===== src/rtl/anabellek_hakemi.sv =====
// anabellek_hakemi: arbitrates instruction- and data-cache line requests
// onto a single 32-bit beat memory port, four beats per 128-bit line.
module anabellek_hakemi (
    input  logic         clk_i,
    input  logic         rst_i,
    input  logic         bob_istek_i,
    input  logic [31:0]  bob_adres_i,
    input  logic         bob_iptal_i,
    output logic [127:0] bob_veri_o,
    output logic         bob_hazir_o,
    input  logic         vob_istek_i,
    input  logic         vob_yaz_i,
    input  logic [31:0]  vob_adres_i,
    input  logic [127:0] vob_yaz_veri_i,
    output logic [127:0] vob_veri_o,
    output logic         vob_hazir_o,
    output logic         bellek_istek_o,
    output logic         bellek_yaz_o,
    output logic [31:0]  bellek_adres_o,
    output logic [31:0]  bellek_yaz_veri_o,
    input  logic         bellek_hazir_i,
    input  logic [31:0]  bellek_veri_i,
    output logic         mesgul_o
);

    typedef enum logic [2:0] {
        BOSTA,
        BUYRUK_OKU,
        VERI_OKU,
        VERI_YAZ,
        TAMAM
    } durum_t;

    durum_t       durum_q, durum_d;
    logic [1:0]   beat_q, beat_d;
    logic         iptal_q, iptal_d;
    logic         son_vob_q, son_vob_d;
    logic         sahip_vob_q, sahip_vob_d;
    logic [31:0]  adres_q, adres_d;
    logic [127:0] yveri_q, yveri_d;
    logic [127:0] hat_q, hat_d;

    logic aktarim;
    logic bob_uygun;
    logic vob_uygun;
    logic bob_ver;
    logic vob_ver;

    assign aktarim   = (durum_q == BUYRUK_OKU) ||
                       (durum_q == VERI_OKU) ||
                       (durum_q == VERI_YAZ);
    assign bob_uygun = bob_istek_i & ~bob_iptal_i;
    assign vob_uygun = vob_istek_i;
    // On a tie the side that did not win last time gets the grant.
    assign bob_ver   = bob_uygun & (~vob_uygun | son_vob_q);
    assign vob_ver   = vob_uygun & ~bob_ver;

    // Next-state: arbitration, beat sequencing, line assembly, cancel flag.
    always_comb begin
        durum_d     = durum_q;
        beat_d      = beat_q;
        iptal_d     = iptal_q;
        son_vob_d   = son_vob_q;
        sahip_vob_d = sahip_vob_q;
        adres_d     = adres_q;
        yveri_d     = yveri_q;
        hat_d       = hat_q;
        unique case (durum_q)
            BOSTA: begin
                beat_d  = 2'd0;
                iptal_d = 1'b0;
                if (bob_ver) begin
                    sahip_vob_d = 1'b0;
                    adres_d     = bob_adres_i & 32'hFFFF_FFF0;
                    durum_d     = BUYRUK_OKU;
                end else if (vob_ver) begin
                    sahip_vob_d = 1'b1;
                    adres_d     = vob_adres_i & 32'hFFFF_FFF0;
                    if (vob_yaz_i) begin
                        yveri_d = vob_yaz_veri_i;
                        durum_d = VERI_YAZ;
                    end else begin
                        durum_d = VERI_OKU;
                    end
                end
            end
            BUYRUK_OKU, VERI_OKU, VERI_YAZ: begin
                if ((durum_q == BUYRUK_OKU) && bob_iptal_i) begin
                    iptal_d = 1'b1;
                end
                if (bellek_hazir_i) begin
                    beat_d = beat_q + 2'd1;
                    if (durum_q != VERI_YAZ) begin
                        hat_d[{beat_q, 5'b0} +: 32] = bellek_veri_i;
                    end
                    if (beat_q == 2'd3) begin
                        durum_d = TAMAM;
                    end
                end
            end
            TAMAM: begin
                son_vob_d = sahip_vob_q;
                iptal_d   = 1'b0;
                durum_d   = BOSTA;
            end
            default: begin
                durum_d = BOSTA;
            end
        endcase
    end

    // State registers with synchronous active-low reset.
    always_ff @(posedge clk_i) begin
        if (!rst_i) begin
            durum_q     <= BOSTA;
            beat_q      <= 2'd0;
            iptal_q     <= 1'b0;
            son_vob_q   <= 1'b1;
            sahip_vob_q <= 1'b0;
            adres_q     <= '0;
            yveri_q     <= '0;
            hat_q       <= '0;
        end else begin
            durum_q     <= durum_d;
            beat_q      <= beat_d;
            iptal_q     <= iptal_d;
            son_vob_q   <= son_vob_d;
            sahip_vob_q <= sahip_vob_d;
            adres_q     <= adres_d;
            yveri_q     <= yveri_d;
            hat_q       <= hat_d;
        end
    end

    assign mesgul_o          = (durum_q != BOSTA);
    assign bellek_istek_o    = aktarim;
    assign bellek_yaz_o      = (durum_q == VERI_YAZ);
    assign bellek_adres_o    = aktarim ? {adres_q[31:4], beat_q, 2'b00}
                                       : 32'h0;
    assign bellek_yaz_veri_o = (durum_q == VERI_YAZ)
                             ? yveri_q[{beat_q, 5'b0} +: 32] : 32'h0;
    // A cancel arriving in the completion cycle itself also suppresses it.
    assign bob_hazir_o       = (durum_q == TAMAM) & ~sahip_vob_q &
                               ~iptal_q & ~bob_iptal_i;
    assign vob_hazir_o       = (durum_q == TAMAM) & sahip_vob_q;
    assign bob_veri_o        = hat_q;
    assign vob_veri_o        = hat_q;

endmodule


===== config.mk =====
export PLATFORM = sky130hd
export DESIGN_NAME = anabellek_hakemi
export DESIGN_NICKNAME = d
export VERILOG_FILES = /design/src/rtl/anabellek_hakemi.sv
export SDC_FILE = /design/constraint.sdc
export NUM_CORES = 1
export LEC_CHECK = 0
export BUFFER_PORTS_ARGS = -buffer_cell sky130_fd_sc_hd__buf_2
export CAP_MARGIN = 20
export CORE_AREA = 3 3 218 220
export DETAILED_ROUTE_END_ITERATION = 16
export DIE_AREA = 0 0 221 223
export PLACE_DENSITY = 0.55
export SYNTH_ARGS = -nofsm -noshare
export SYNTH_HDL_FRONTEND = slang
export SYNTH_SLANG_ARGS = --single-unit

===== constraint.sdc =====
create_clock -name clk_i -period 2.5 [get_ports clk_i]
set_input_delay 0.25 -clock clk_i [delete_from_list [all_inputs] [get_ports clk_i]]
set_output_delay 0.25 -clock clk_i [all_outputs]
set_load 0.02 [all_outputs]

==> out/results.txt <==
Die Width - 221 um
Static leakage - 0.008337 uW
Pwr dens - 641.5 mW/mm2
RSZ-0062 raised after global routing - no
Initial Util - 0.2918
Post-synth EDFFs - 0
Number of port buffers - 545
Max-cap viol count - 0
Area Overhead vs Synth - 42.34%
Ys async rst share - 0
Max-slew headroom - 0.5201
Overflow left after global routing - 0
Tcrit/Tclk final - 0.9541
WL final - 47.50 mm
Hold WC Path Type - in2reg
Vias - 13.44k
Ports - 556
Antenna violations before repair - 1
CTS tree - yes
Number of synthesis warnings - 0
Total Die Area - 0.04928 mm2
DP Wirelength - 31.40 mm
Critical-path top delay cell - mux4_2
# clock sinks - 292
CP required - 2.25 ns
Final Hold Fails - 0
Core Region - 0.04548 mm2
H-tree depth - 2
Min cycle time layout - 2.385 ns
Largest net degree at the start of global routing - 82
FMAX - 0.4192 GHz
Crit path DAT - 2.14 ns
Post-Layout Cell Count - 2778
Setup TNS - 0 ns
Cell area after synthesis - 0.01327 mm2
Area contributors post-synth - dfxtp_1, o21ai_0, nand2_1
DR vias/cell - 4.839
Iteration-0 DRC Markers - 866
Most frequent cells in the layout - buf_2, nand2_1, dfxtp_1
Crit path largest cell delay - 0.53 ns
Worst-path clk slew - 0.06 ns
Setup crit end kind - primary output
Synth Flop Type - dfxtp_1
Pre-Repair DR Iteration Count - 5
FF+latch area - 0.005851 mm2
Net count, final - 2389
Status - completed
Crit path max-delay family - multiplexers
Netlist cell types - 38
Share of post-route cells with drive strength above 1 - 0.3180
Max-slew violations - 0
Skew-Pair Late Insertion Delay - 0.54 ns
Synthesized area per cell - 8.258 um2
Dpl cells - 2510
Clk buf depth - 3
Worst Path Buf+Inv - 2
Worst slew pin tran - 0.7199 ns
Peak supply drop - 0.6093 mV
GR Util All Layers - 0.1826
Vias in the first global route - 12.99k
Post-synthesis sequential area ratio - 0.4405
Post-synthesis register bit count - 292
Post-synth top area share - 0.4405
Kind of critical path - reg2out
DRC Markers - 0
Cells after Synth - 1607
Skew final - 0.01852 ns
Yosys top cell by area - dfxtp_1
Die Height - 223 um
# fillers - 4501
Antenna Violating Nets Remaining - 0
Placer Congestion - 0.8081
Final-report setup violation count - 0
WL per Instance - 17.10 um
CTS Buf Count - 35
Critical path peak fanout - 17
Type of origin of the critical path - register
CP cell instances - buf_12 > mux4_2 > nor2b_1 > buf_2
Row count - 78
First-pass GRT wire length - 72.91 mm
Commonest non-fill, non-tap cell in the layout - buf_2
Area of the multi-input gates - 0.005757 mm2
Root Buffer Master - clkbuf_16
final timing paths:
| kind | cells after the start | slack, ns | start | end |
|---|---|---|---|---|
| worst min register to register | 2 | 0.46 | yveri_q[26] | yveri_q[26] |
| worst max-delay path | 4 | 0.11 | beat_q[0] | bellek_yaz_veri_o[8] |
| worst max register to register | 6 | 0.20 | durum_q[0] | adres_q[31] |
| worst min-delay path | 3 | 0.04 | vob_yaz_veri_i[63] | yveri_q[63] |
cell families (layout without fill, tap and decap cells):
kind of cell / count (synthesis) / count (layout) / share of synthesized area
AOI/OAI and AO/OA: 325 / 325 / 0.1275
xor gates and xnor gates: 1 / 1 / 0.0006601
adders and majority gates: 6 / 6 / 0.005657
buffers and inverters: 291 / 859 / 0.1308
DFF: 292 / 292 / 0.4405
muxes: 32 / 32 / 0.05431
other: 1 / 4 / 0.0002826
and+or+nand+nor: 659 / 659 / 0.2403
area by class of cell:
class                   instances  area share
diodes                          2   0.0002650
clock buffers                  46     0.05226
clock inverters                15     0.01139
inverters                       5   0.0009936
multi-input cells            1025      0.3048
flip-flops and latches        292      0.3097
well taps                     600     0.03974
repair buffers                793      0.2809
synth_stat cells, types with 6 or more instances:
cell	n
ha_1	6
o21ai_0	272
and2_1	28
buf_2	19
clkbuf_2	12
nand2_1	316
buf_6	9
o21ai_1	13
a31oi_1	28
buf_4	143
nor2b_1	34
nand3_1	130
clkbuf_1	99
mux4_2	32
nand4_1	128
dfxtp_1	292
where the power goes:
part           internal [uW]  total, uW  leakage (uW)  switching [uW]
Combinational            790       1750       0.00537             958
Sequential              4880       5020       0.00237             137
Clock                   3300       5350      0.000599            2050
Total                   8970      12100       0.00834            3140
state kept, by name, summed over array words and instances (netlist names):
signal,flops
iptal_q,1
bob_veri_o,128
adres_q,28
sahip_vob_q,1
durum_q,3
beat_q,2
son_vob_q,1
yveri_q,128
repair_timing:
| action | CTS | global route |
|---|---|---|
| gates resized for setup | 2 | 0 |
| hold endpoints to repair | 226 | 0 |
| setup endpoints to repair | 13 | 0 |
| buffers inserted | 0 | 0 |
| hold buffers | 204 | 0 |
worst min-delay path: stages:
cell	delay, ns
buf_2	0.11
nand2_1	0.08
o21ai_0	0.07
metal layers:
metal / routed length, um / share of wire / GRT usage
met5: 0 / 0 / 0
met4: 1561 / 0.033 / 0.07395
met3: 2887 / 0.061 / 0.03132
met2: 22760 / 0.48 / 0.3077
met1: 20290 / 0.43 / 0.2326
per-stage QoR:
step / util / instance area, um2 / setup WS [ns] / hold slack, ns / total power (uW)
5_1_grt: 0.4153 / 18890 / 0.007033 / 0.03042 / 12620
3_3_place_gp: 0.3432 / 15610 / 0.4421 / 0.4428 / 6513
3_5_place_dp: 0.3432 / 15610 / 0.4182 / 0.4532 / 6537
2_1_floorplan: - / 13270 / 0.1355 / 0.3826 / 5982
6_report: 0.4153 / 18890 / 0.1147 / 0.03931 / 12120
4_1_cts: 0.4152 / 18880 / 0.05327 / 0.001065 / 12270
Power figures use the tool's default switching activity.
